**src/rtl/hls_run_sequencer_if.sv**
```systemverilog
// hls_run_sequencer_if: host streams, accelerator start/done and slave RAM port of the run sequencer
interface hls_run_sequencer_if #(
    parameter int ADDR_W = 7,
    parameter int DATA_W = 8,
    parameter int SIZE_W = 4
);
    logic                  in_valid;
    logic                  in_ready;
    logic [DATA_W-1:0]     in_data;
    logic                  out_valid;
    logic                  out_ready;
    logic [DATA_W-1:0]     out_data;
    logic                  acc_start_port;
    logic                  acc_done_port;
    logic [1:0]            S_oe_ram;
    logic [1:0]            S_we_ram;
    logic [2*ADDR_W-1:0]   S_addr_ram;
    logic [2*DATA_W-1:0]   S_Wdata_ram;
    logic [2*SIZE_W-1:0]   S_data_ram_size;
    logic [2*DATA_W-1:0]   Sout_Rdata_ram;
    logic [1:0]            Sout_DataRdy;
    modport master (
        input  in_valid, in_data, out_ready, acc_done_port, Sout_Rdata_ram, Sout_DataRdy,
        output in_ready, out_valid, out_data, acc_start_port, S_oe_ram, S_we_ram, S_addr_ram,
               S_Wdata_ram, S_data_ram_size
    );
    modport slave (
        output in_valid, in_data, out_ready, acc_done_port, Sout_Rdata_ram, Sout_DataRdy,
        input  in_ready, out_valid, out_data, acc_start_port, S_oe_ram, S_we_ram, S_addr_ram,
               S_Wdata_ram, S_data_ram_size
    );
endinterface

```
**src/rtl/hls_run_sequencer.sv**
```systemverilog
// hls_run_sequencer: loads, starts, times and drains one accelerator run; define HLS_SEQ_SORT_CHECK_EN to flag unsorted readback
module hls_run_sequencer #(
    parameter int ADDR_W         = 7,
    parameter int DATA_W         = 8,
    parameter int SIZE_W         = 4,
    parameter int N_WORDS        = 28,
    parameter int BASE_ADDR      = 0,
    parameter int CYC_W          = 32,
    parameter int TIMEOUT_CYCLES = 200000000
) (
    input  logic                 clock,
    input  logic                 reset,
    input  logic                 cmd_start,
    output logic                 busy,
    hls_run_sequencer_if.master  bus,
    output logic [CYC_W-1:0]     run_cycles,
    output logic [1:0]           status,
    output logic                 status_valid
);
    typedef enum logic [2:0] {IDLE, LOAD, KICK, RUN, DRAIN, REPORT} state_t;
    localparam logic [ADDR_W-1:0] LAST  = ADDR_W'(N_WORDS - 1);
    localparam logic [ADDR_W-1:0] BASE  = ADDR_W'(BASE_ADDR);
    localparam logic [CYC_W-1:0]  LIMIT = CYC_W'(TIMEOUT_CYCLES);
    state_t state, next_state;
    logic [ADDR_W-1:0] idx, wr_addr, rd_addr;
    logic [DATA_W-1:0] wr_data, rd_data;
    logic wr_pend, load_full, rd_out;
    logic accept, rd_issue, rd_capture, out_hs, last_hs, timeout;
    logic [1:0] ok_status;
    logic unused_ok;

    assign accept     = bus.in_valid && bus.in_ready;
    assign rd_issue   = state == DRAIN && !bus.out_valid && !rd_out;
    assign rd_capture = rd_out && bus.Sout_DataRdy[0];
    assign rd_data    = bus.Sout_Rdata_ram[DATA_W-1:0];
    assign rd_addr    = BASE + idx;
    assign out_hs     = bus.out_valid && bus.out_ready;
    assign last_hs    = state == DRAIN && out_hs && idx == LAST;
    assign timeout    = run_cycles == LIMIT;
    assign unused_ok  = ^{bus.Sout_Rdata_ram[2*DATA_W-1:DATA_W], bus.Sout_DataRdy[1]};

    // state register
    always_ff @(posedge clock) begin
        state <= reset ? IDLE : next_state;
    end

    // run phase sequencing; done beats a coincident timeout
    always_comb begin
        next_state = state;
        case (state)
            IDLE:    next_state = cmd_start ? LOAD : IDLE;
            LOAD:    next_state = load_full ? KICK : LOAD;
            KICK:    next_state = RUN;
            RUN:     next_state = bus.acc_done_port ? DRAIN : timeout ? REPORT : RUN;
            DRAIN:   next_state = last_hs ? REPORT : DRAIN;
            REPORT:  next_state = IDLE;
            default: next_state = IDLE;
        endcase
    end

    // handshakes and slave port; only channel 0 is ever driven
    always_comb begin
        busy                = state != IDLE;
        status_valid        = state == REPORT;
        bus.in_ready        = state == LOAD && !load_full;
        bus.acc_start_port  = state == KICK;
        bus.S_oe_ram        = {1'b0, rd_issue};
        bus.S_we_ram        = {1'b0, wr_pend};
        bus.S_addr_ram      = {ADDR_W'(0), rd_issue ? rd_addr : wr_pend ? wr_addr : ADDR_W'(0)};
        bus.S_Wdata_ram     = {DATA_W'(0), wr_pend ? wr_data : DATA_W'(0)};
        bus.S_data_ram_size = {SIZE_W'(0), (rd_issue || wr_pend) ? SIZE_W'(DATA_W) : SIZE_W'(0)};
    end

    // element index, write pipeline, single outstanding read, output register, cycle count and status
    always_ff @(posedge clock) begin
        if (reset) begin
            idx           <= '0;
            wr_addr       <= '0;
            wr_data       <= '0;
            wr_pend       <= 1'b0;
            load_full     <= 1'b0;
            rd_out        <= 1'b0;
            bus.out_valid <= 1'b0;
            bus.out_data  <= '0;
            run_cycles    <= '0;
            status        <= 2'b00;
        end else begin
            idx <= (state == IDLE || state == RUN) ? '0 : (accept || (state == DRAIN && out_hs)) ? idx + 1'b1 : idx;
            wr_pend   <= accept;
            load_full <= accept && idx == LAST;
            if (accept) begin
                wr_addr <= rd_addr;
                wr_data <= bus.in_data;
            end
            rd_out        <= rd_issue || (rd_out && !bus.Sout_DataRdy[0]);
            bus.out_valid <= rd_capture || (bus.out_valid && !bus.out_ready);
            if (rd_capture) bus.out_data <= rd_data;
            if (state == KICK) run_cycles <= '0;
            else if (state == RUN && (bus.acc_done_port || !timeout) && !(&run_cycles)) run_cycles <= run_cycles + 1'b1;
            if (state == RUN && !bus.acc_done_port && timeout) status <= 2'b10;
            else if (last_hs) status <= ok_status;
        end
    end

`ifdef HLS_SEQ_SORT_CHECK_EN
    logic sort_err;
    // sticky flag: a captured element smaller than the one before it; out_data still holds the predecessor
    always_ff @(posedge clock) begin
        if (reset || state == KICK) sort_err <= 1'b0;
        else if (rd_capture && idx != '0 && rd_data < bus.out_data) sort_err <= 1'b1;
    end
    assign ok_status = {sort_err, 1'b1};
`else
    assign ok_status = 2'b01;
`endif
endmodule

```
**src/flat_wrapper.sv**
```systemverilog
// flat-port wrapper written by rule: the top's interface ports become plain ports
module hls_run_sequencer_flat 
#(
    parameter int ADDR_W         = 7,
    parameter int DATA_W         = 8,
    parameter int SIZE_W         = 4,
    parameter int N_WORDS        = 28,
    parameter int BASE_ADDR      = 0,
    parameter int CYC_W          = 32,
    parameter int TIMEOUT_CYCLES = 200000000
)
  (clock, reset, cmd_start, busy, run_cycles, status, status_valid, bus_in_valid, bus_in_data, bus_out_ready, bus_acc_done_port, bus_Sout_Rdata_ram, bus_Sout_DataRdy, bus_in_ready, bus_out_valid, bus_out_data, bus_acc_start_port, bus_S_oe_ram, bus_S_we_ram, bus_S_addr_ram, bus_S_Wdata_ram, bus_S_data_ram_size);
  hls_run_sequencer_if #(.ADDR_W(ADDR_W), .DATA_W(DATA_W), .SIZE_W(SIZE_W)) bus_i ();
  input  logic clock;
  input  logic reset;
  input  logic cmd_start;
  output logic busy;
  output logic [CYC_W-1:0] run_cycles;
  output logic [1:0] status;
  output logic status_valid;
  input wire logic [$bits(bus_i.in_valid)-1:0] bus_in_valid;
  input wire logic [$bits(bus_i.in_data)-1:0] bus_in_data;
  input wire logic [$bits(bus_i.out_ready)-1:0] bus_out_ready;
  input wire logic [$bits(bus_i.acc_done_port)-1:0] bus_acc_done_port;
  input wire logic [$bits(bus_i.Sout_Rdata_ram)-1:0] bus_Sout_Rdata_ram;
  input wire logic [$bits(bus_i.Sout_DataRdy)-1:0] bus_Sout_DataRdy;
  output wire logic [$bits(bus_i.in_ready)-1:0] bus_in_ready;
  output wire logic [$bits(bus_i.out_valid)-1:0] bus_out_valid;
  output wire logic [$bits(bus_i.out_data)-1:0] bus_out_data;
  output wire logic [$bits(bus_i.acc_start_port)-1:0] bus_acc_start_port;
  output wire logic [$bits(bus_i.S_oe_ram)-1:0] bus_S_oe_ram;
  output wire logic [$bits(bus_i.S_we_ram)-1:0] bus_S_we_ram;
  output wire logic [$bits(bus_i.S_addr_ram)-1:0] bus_S_addr_ram;
  output wire logic [$bits(bus_i.S_Wdata_ram)-1:0] bus_S_Wdata_ram;
  output wire logic [$bits(bus_i.S_data_ram_size)-1:0] bus_S_data_ram_size;
  assign bus_i.in_valid = bus_in_valid;
  assign bus_i.in_data = bus_in_data;
  assign bus_i.out_ready = bus_out_ready;
  assign bus_i.acc_done_port = bus_acc_done_port;
  assign bus_i.Sout_Rdata_ram = bus_Sout_Rdata_ram;
  assign bus_i.Sout_DataRdy = bus_Sout_DataRdy;
  assign bus_in_ready = bus_i.in_ready;
  assign bus_out_valid = bus_i.out_valid;
  assign bus_out_data = bus_i.out_data;
  assign bus_acc_start_port = bus_i.acc_start_port;
  assign bus_S_oe_ram = bus_i.S_oe_ram;
  assign bus_S_we_ram = bus_i.S_we_ram;
  assign bus_S_addr_ram = bus_i.S_addr_ram;
  assign bus_S_Wdata_ram = bus_i.S_Wdata_ram;
  assign bus_S_data_ram_size = bus_i.S_data_ram_size;
  hls_run_sequencer #(.ADDR_W(ADDR_W), .DATA_W(DATA_W), .SIZE_W(SIZE_W), .N_WORDS(N_WORDS), .BASE_ADDR(BASE_ADDR), .CYC_W(CYC_W), .TIMEOUT_CYCLES(TIMEOUT_CYCLES)) u_core (.clock(clock), .reset(reset), .cmd_start(cmd_start), .busy(busy), .bus(bus_i), .run_cycles(run_cycles), .status(status), .status_valid(status_valid));
endmodule
```
**config.mk**
```make
export PLATFORM = sky130hd
export DESIGN_NAME = hls_run_sequencer_flat
export DESIGN_NICKNAME = d
export VERILOG_FILES = /design/src/rtl/hls_run_sequencer_if.sv /design/src/rtl/hls_run_sequencer.sv /design/src/flat_wrapper.sv
export SDC_FILE = /design/constraint.sdc
export NUM_CORES = 1
export LEC_CHECK = 0
export BUFFER_PORTS_ARGS = -buffer_cell sky130_fd_sc_hd__buf_2
export CAP_MARGIN = 20
export CORE_UTILIZATION = 50
export CTS_CLUSTER_SIZE = 14
export DETAILED_ROUTE_END_ITERATION = 7
export PLACE_DENSITY = 0.91
export SLEW_MARGIN = 20
export SYNTH_ARGS = -nofsm -noshare
export SYNTH_HDL_FRONTEND = slang
export SYNTH_SLANG_ARGS = --single-unit
```
**constraint.sdc**
```tcl
create_clock -name clock -period 2.8 [get_ports clock]
set_clock_uncertainty 0.1 [all_clocks]
set_input_delay 0.14 -clock clock [delete_from_list [all_inputs] [get_ports clock]]
set_output_delay 0.14 -clock clock [all_outputs]
set_load 0.01 [all_outputs]
```
# Word-level counts from Yosys, hierarchy flattened
# Cells that the tools add are included.
# op_classes
n_addsub	2
n_mul	0
div_mod_pow	0
magnitude_cmp	0
eq_ne	7
n_shift	0
muxes	12
bitwise	0
n_reduce_logical	36
# op_table
operator	n
adder 32 x 1 -> 32 bit, second input constant	1
== test 32 x 28 -> 1 bit, second input constant	1
AND reduction 32 bit	1
logical AND 1 bit	15
case mux 3 bit (5 select lines)	1
2-to-1 mux 7 bit	2
logical NOT 1 bit	8
2-to-1 mux 8 bit	1
adder 7 x 1 -> 7 bit, second input constant	1
== test 7 x 5 -> 1 bit, second input constant	1
== test 3 x 2 -> 1 bit, second input constant	2
== test 3 bit, second input constant	2
logical OR 1 bit	6
2-to-1 mux 2 bit	3
2-to-1 mux 3 bit	2
OR reduction 2 bit	3
2-to-1 mux 4 bit	1
== test 3 x 1 -> 1 bit, second input constant	1
logical NOT 3 bit	1
nonzero test 3 bit	1
2-to-1 mux 1 bit	2
nonzero test 2 bit	1
# totals
regBits	71
latch_bits	0
ramBits	0
romBits	0
input_bits	32
output_inout_bits	89
elab_cells	69
n_memories	0

# Longest topological paths before layout
# Gate-level depths: netlist of the first run.
# depth
depth_word	5
mapped_depth	8
depth_no_buf	8

# Least setup slack after synthesis of the first run
# Ideal clock, no wire load.
# synth_path
path_kind	register to register
from	register u_core.run_cycles[0]
to	register u_core.run_cycles[29]
setup_ns	0.070
arrival_time_ns	2.013
required_ns	2.630
setup_slack_ns	0.617
stages_incl_launch_ff	8
n_path_buf	0
period_less_slack_ns	2.183
path_cell_list	dfxtp_1 -> ha_1 -> and3_1 -> and4_1 -> a211oi_4 -> nand4_2 -> or3_1 -> a21oi_1
# synth_via
elab_chain_cells	5
word_cells_on_any_way	8
classes_between	add/sub: 1; eq/ne: 1; reduce/logical: 6
# synth_lines
item	line	source
from (decl)	hls_run_sequencer.sv:16	output logic [CYC_W-1:0] run_cycles,
from (signal assigned)	hls_run_sequencer.sv:99	else if (state == RUN && (bus.acc_done_port || !timeout) && !(&run_cycles)) run_cycles <= run_cycles + 1'b1;
parallel branches: the longest is 5 deep, another holds adder 32 x 1 -> 32 bit	--	
# Several ways; the timed one is not identified.
# A chain may end at the register's enable or synchronous reset.

# Worst setup path in the final report of the first run
# Same ends and word-level chain as after synthesis.

==> flow_summary.json, run 1 <==
{
  "busiest_layer": "met2",
  "yosysWarnings": 0,
  "outcome": "completed",
  "grt_overflow": 0,
  "first_pass_iters": 5,
  "avgViaCountPerCell": 5.50,
  "grt_util_met2": 0.404,
  "tightest_slew_ns": 0.802,
  "clk_pin_slew_ns": 0.08,
  "num_rows": 30,
  "power_leakage_nw": 1.84,
  "postLayoutCoreUtil": 0.629,
  "worst-endpoint-arrival_ns": 2.64,
  "setup_viol": 0,
  "synthTopCellsByArea": "dfxtp_1, nand2_1, buf_4",
  "cp-end-kind": "register",
  "ioPinCount": 121,
  "drive_gt1_frac": 0.223,
  "drv_cap": 0,
  "cts_max_level": 3,
  "critPathSlowestCell": "a211oi_4",
  "dieHeight_microns": 85.7,
  "path_cells": "ha_1, and3_1, and4_1, a211oi_4, nand4_2, or3_1, a21oi_1",
  "io_buffers": 87,
  "grt_pass1_vias": 3072,
  "grt_first_pass_wirelength_mm": 14.4,
  "max_slew_margin": 0.465,
  "initialDrtViolationCount": 281,
  "avgSynthCellArea_sq_um": 8.07,
  "multiInputGateArea_sq_um": 1880,
  "finalHoldViolations": 0,
  "slowest_delay_ns": 0.41,
  "rsz0062_at_grt": "no",
  "stdcell_count": 633,
  "ys_types": 50,
  "n_fill_cell": 553,
  "antenna_found_initial": 0,
  "p_per_area_nw_per_um2": 456,
  "numCtsBuffers": 9,
  "finalMaxSlewViolations": 0,
  "synth-edff-count": 0,
  "n_antenna_cell": 0,
  "root_buffer": "clkbuf_8",
  "final_common_cell": "buf_2",
  "route.detailed.drc": 0,
  "period_share": 0.883,
  "vias": 3479,
  "wl_mm": 8.93,
  "async_flop_share": 0,
  "min_period_ns": 2.47,
  "die_w_microns": 85.7,
  "synth-seq-cells": 71,
  "mostFrequentLayoutCells": "buf_2, nand2_1, dfxtp_1",
  "synth_top_area_cell": "dfxtp_1",
  "initial_core_util": 0.515,
  "dp_hpwl_mm": 5.66,
  "grt_use_met1": 0.301,
  "crit_fanout": 8,
  "ys_seq_area_frac": 0.406,
  "wl_per_cell_microns": 14.1,
  "synth_top_area_frac": 0.406,
  "synthesis.area_sq_um": 3500,
  "ys_dominant_reg_cell": "dfxtp_1",
  "core-area_sq_um": 6790,
  "grt_max_degree": 37,
  "min_path_type": "in2reg",
  "design.die.area_sq_um": 7340,
  "drtAntennaViolNets": 0,
  "cp.required_ns": 2.97,
  "cts_tree": "yes",
  "critPathLaunchType": "register",
  "cts_max_path_buffers": 2,
  "critPathKind": "reg2reg",
  "synthToLayoutAreaGrowth_pct": 22.1,
  "grtUsageTotal": 0.247,
  "met3_usage": 0.0452,
  "gp_congestion": 0.866,
  "nets": 567,
  "register_area_sq_um": 1420,
  "fmax_ghz": 0.404,
  "placed_cells": 600,
  "tns_ns": 0,
  "clock_sinks": 71,
  "clkLatencyLatePin_ns": 0.34,
  "syn_inst": 434,
  "vdd_drop_max_uv": 433,
  "cts.repair.resized": 0
}
-- cells by family after synthesis --
logic type,count (synthesis),share of synthesized area
AO/OA/AOI/OAI,60,0.101
XOR/XNOR,29,0.0726
adder cells (fa/ha/maj),3,0.0107
buffers and inverters,48,0.0804
flip-flops,71,0.406
multiplexers,2,0.00572
other,1,0.00107
AND/OR/NAND/NOR,220,0.322
-- routing by layer --
layer / vias up / wire, microns / share of wire
met4: 0 / 384 / 0.043
met1: 1626 / 3560 / 0.40
met3: 36 / 537 / 0.060
met5: - / 0 / 0
met2: 171 / 4450 / 0.50
li1: 1646 / - / -
-- stage by stage --
stage	power (W)	setup slack (ns)	area [sq um]	hold slack, ns
final	0.00195	0.327	4270	0.0559
after global routing	0.00201	0.188	4270	0.0577
after CTS	0.00195	0.361	4270	0.0331
after detailed placement	0.00113	0.417	3910	0.289
after global placement	0.00113	0.505	3910	0.282
after floorplan	0.00113	0.617	3590	0.176
-- worst max-delay path: cells and delay by family, from the launching register on --
kind	cells	cell delay, ns
AND/OR/NAND/NOR	4	1.07
AO/OA/AOI/OAI	2	0.56
flip-flops	1	0.36
adder cells (fa/ha/maj)	1	0.32
-- flip-flops by register name, indices dropped and copies added, names as in the netlist --
name	cells
u_core.bus.out_data	8
u_core.bus.out_valid	1
u_core.idx	7
u_core.load_full	1
u_core.rd_out	1
u_core.run_cycles	32
u_core.state	3
u_core.status	2
u_core.wr_addr	7
u_core.wr_data	8
u_core.wr_pend	1
-- path summary, 6_finish.rpt --
check	start	endpoint	slack, ns	cells after the start
max reg2reg	u_core.run_cycles[0]$_SDFFE_PP0P_	u_core.run_cycles[29]$_SDFFE_PP0P_	0.33	7
min reg2reg	u_core.wr_addr[5]$_SDFFE_PP0P_	u_core.wr_addr[5]$_SDFFE_PP0P_	0.36	2
min	bus_acc_done_port	u_core.status[1]$_SDFFE_PP0P_	0.06	4
max	u_core.run_cycles[0]$_SDFFE_PP0P_	u_core.run_cycles[29]$_SDFFE_PP0P_	0.33	7
-- cells in the mapped netlist, types with 3 or more instances --
| cell | n |
|---|---|
| a21oi_1 | 36 |
| ha_1 | 3 |
| o21ai_0 | 14 |
| buf_4 | 26 |
| xor2_1 | 21 |
| xnor2_1 | 8 |
| and2_1 | 8 |
| nor4b_1 | 3 |
| inv_1 | 4 |
| buf_1 | 4 |
| and4_1 | 5 |
| nor3_1 | 8 |
| buf_2 | 3 |
| or3_1 | 9 |
| and3_1 | 11 |
| nor2_1 | 43 |
| nand3_1 | 21 |
| clkbuf_1 | 11 |
| nand2_1 | 76 |
| nand4_1 | 13 |
| nor4_1 | 4 |
| dfxtp_1 | 71 |
-- power by group --
group          switching, W  internal [W]  leakage (nW)
Sequential       0.00000570       0.00102         0.573
Combinational     0.0000682     0.0000421          1.17
Clock              0.000404      0.000413        0.0992
-- cell type report --
| class | instances | area share |
|---|---|---|
| sequential | 71 | 0.333 |
| multi-input combinational | 338 | 0.441 |
| tap | 96 | 0.0281 |
| inverter | 4 | 0.00351 |
| clock inverter | 7 | 0.0173 |
| clock buffer | 9 | 0.0290 |
| timing repair buffer | 108 | 0.149 |
-- repair_timing --
action | 4_1_cts | 5_1_grt
buffers inserted | 0 | 0
endpoints found under the hold margin | 17 | 0
hold buffers | 17 | 0
Power figures use the tool's default switching activity.
==> run 2: changes to the inputs <==
ABC_AREA = 1   (was not set)
CORE_UTILIZATION = 52   (was 50)
GPL_TIMING_DRIVEN = 0   (was not set)
PLACE_DENSITY = 0.78   (was 0.91)
==> run 2 against run 1 <==
- fmax up 3.6%
- design area is 21% higher
- total power increased by 3.7%
- critical path depth rose by 2
- non-clock buffer count is 43 higher
==> flow_summary.json, run 2 <==
{
  "outcome": "completed",
  "grt_first_pass_wirelength_mm": 18.3,
  "rsz0062_at_grt": "no",
  "crit_buf_inv": 5,
  "hold_start": "bus_in_valid",
  "cpMostUsedCell": "inv_1",
  "clk_pin_slew_ns": 0.08,
  "io_buffers": 86,
  "finalHoldViolations": 0,
  "initialDrtViolationCount": 249,
  "ys_seq_area_frac": 0.344,
  "nets": 817,
  "route.detailed.drc": 0,
  "finalInstanceArea_sq_um": 5180,
  "p_per_area_nw_per_um2": 390,
  "synthesis.area_sq_um": 4130,
  "critPathLaunch": "u_core.state[2]$_SDFF_PP0_",
  "reg_top3": "u_core.run_cycles (32), u_core.bus.out_data (8), u_core.wr_data (8)",
  "n_antenna_cell": 0,
  "worst-endpoint-arrival_ns": 2.15,
  "ys_dominant_reg_cell": "dfxtp_1",
  "worst_path_dominant_cell_family": "buffers and inverters",
  "reg2reg_depth": 9,
  "avgSynthCellArea_sq_um": 6.44,
  "min_path_type": "in2reg",
  "clock_sinks": 71,
  "min_period_ns": 2.39,
  "ioPinCount": 121,
  "rrSetupSlack_ns": 0.56,
  "final_common_cell": "nand2_1",
  "cp.required_ns": 2.56,
  "r2r-end": "u_core.run_cycles[9]$_SDFFE_PP0P_",
  "hold_depth": 3,
  "crit_fanout": 10,
  "grt_max_degree": 14,
  "wl_per_cell_microns": 12.4,
  "slowest_delay_ns": 0.33,
  "first_pass_iters": 4,
  "grtUsageTotal": 0.271,
  "yosysWarnings": 0,
  "root_buffer": "clkbuf_8",
  "drv_cap": 0,
  "async_flop_share": 0,
  "setup_viol": 0,
  "path_cells": "inv_1, nor3_1, inv_1, nor3_2, inv_1, clkbuf_1, nand3_1, o21ai_1, buf_2",
  "num_rows": 32,
  "vdd_drop_max_uv": 232,
  "period_share": 0.853,
  "tns_ns": 0,
  "critPathKind": "reg2out",
  "die_w_microns": 91.1,
  "min_to": "u_core.wr_data[4]$_SDFFE_PP0P_",
  "avgViaCountPerCell": 5.05,
  "n_fill_cell": 676,
  "cts_tree": "yes",
  "numCtsBuffers": 9,
  "cts_max_path_buffers": 2,
  "wl_mm": 11.0,
  "fmax_ghz": 0.419,
  "max_slew_margin": 0.595,
  "mostFrequentLayoutCells": "nand2_1, nor2_1, buf_2",
  "synthTopCellsByArea": "dfxtp_1, nand2_1, nor2_1",
  "yosysMostFrequentCell": "nand2_1",
  "synth_top_area_cell": "dfxtp_1",
  "power_leakage_nw": 2.33,
  "synth.cells.most_frequent": "nand2_1, nor2_1, dfxtp_1, inv_1, nand3_1",
  "r2r_start": "u_core.run_cycles[0]$_SDFFE_PP0P_",
  "stdcell_count": 889,
  "grt_pass1_vias": 4017,
  "synth-edff-count": 0,
  "synth-seq-cells": 71,
  "gp_congestion": 0.900,
  "core-area_sq_um": 7690,
  "dieHeight_microns": 91.1,
  "antenna_found_initial": 0,
  "cp-end-kind": "primary output",
  "largest_reg_flops": 32,
  "grt_overflow": 0,
  "critPathSlowestCell": "dfxtp_1",
  "clkLatencyLatePin_ns": 0.35,
  "postLayoutCoreUtil": 0.674,
  "cts.repair.resized": 0,
  "dp_hpwl_mm": 7.84,
  "synth_top_area_frac": 0.344,
  "critPathLaunchType": "register",
  "finalMaxSlewViolations": 0,
  "initial_core_util": 0.537,
  "placed_cells": 852,
  "drtAntennaViolNets": 0,
  "vias": 4488,
  "syn_inst": 641,
  "dpl-instance-area_sq_um": 4770,
  "total_power_w": 0.00202,
  "cts_max_level": 3,
  "design.die.area_sq_um": 8300,
  "ys_types": 31,
  "tightest_slew_ns": 0.607,
  "drive_gt1_frac": 0.208,
  "regMostFlops": "u_core.run_cycles",
  "synthToLayoutAreaGrowth_pct": 25.5
}
## run 2: cell types whose count changed in the layout (fill, tap and decap cells not counted), sizes merged, moves of 14 or more
cell / change
xor2: -14
nor2: +69
nand2: +95
buf: +24
clkbuf: +16
inv: +65
nand3: +30
## run 2: final cells by class
type | count | area (sq um) | area share
repair buffers | 107 | 641 | 0.124
clock buffers | 10 | 128 | 0.0246
flip-flops and latches | 71 | 1420 | 0.274
plain buffers | 44 | 285 | 0.0551
clock inverters | 6 | 68.8 | 0.0133
well taps | 102 | 128 | 0.0246
multi-input cells | 481 | 2250 | 0.435
inverters | 68 | 255 | 0.0493
## run 2: through the flow
step	setup slack, ns	hold slack (ns)
floorplan	0.898	0.109
global placement	0.644	0.272
detailed placement	0.585	0.287
CTS	0.446	0.0425
global route	0.227	0.0826
finish	0.412	0.0438
## run 2: cells by family after synthesis
family / after synthesis / share of synthesized area
other: 1 / 0.000908
AO/OA/AOI/OAI: 75 / 0.0994
adder cells (fa/ha/maj): 3 / 0.00909
buffers and inverters: 112 / 0.131
AND/OR/NAND/NOR: 372 / 0.401
flip-flops: 71 / 0.344
XOR/XNOR: 7 / 0.0148
## run 2: worst reg2reg max path, delay by kind of cell, from the launching register on
family                     cells  cell delay (ns)
AOI/OAI and AO/OA              1             0.06
and+or+nand+nor                6             0.97
DFF                            1             0.47
adders and majority gates      1             0.23
buffers and inverters          1             0.28
## run 2: per-layer routing
metal | track usage | vias up | routed length, microns
met4 | 0.103 | 0 | 242
li1 | - | 2283 | -
met1 | 0.351 | 2013 | 4930
met2 | 0.449 | 169 | 5140
met5 | 0 | - | 0
met3 | 0.0494 | 23 | 712
## run 2: how the worst max path moves through the flow
stage | endpoint | cells after the start
finish | bus_S_addr_ram[4] | 9
global route | bus_S_addr_ram[4] | 9
CTS | bus_S_addr_ram[4] | 9
detailed placement | u_core.run_cycles[9]$_SDFFE_PP0P_ | 9
global placement | u_core.run_cycles[11]$_SDFFE_PP0P_ | 9
floorplan | u_core.run_cycles[11]$_SDFFE_PP0P_ | 9
## run 2: power by group
| group | total, W | internal [W] | switching, W |
|---|---|---|---|
| registers | 0.00102 | 0.00102 | 0.00000598 |
| clock network | 0.000840 | 0.000417 | 0.000423 |
| logic | 0.000157 | 0.0000719 | 0.0000854 |
| total | 0.00202 | 0.00150 | 0.000515 |
## run 2: repair_timing
item | CTS | global route
endpoints found under the hold margin | 21 | 0
hold buffers | 21 | 0
buffers inserted | 0 | 0
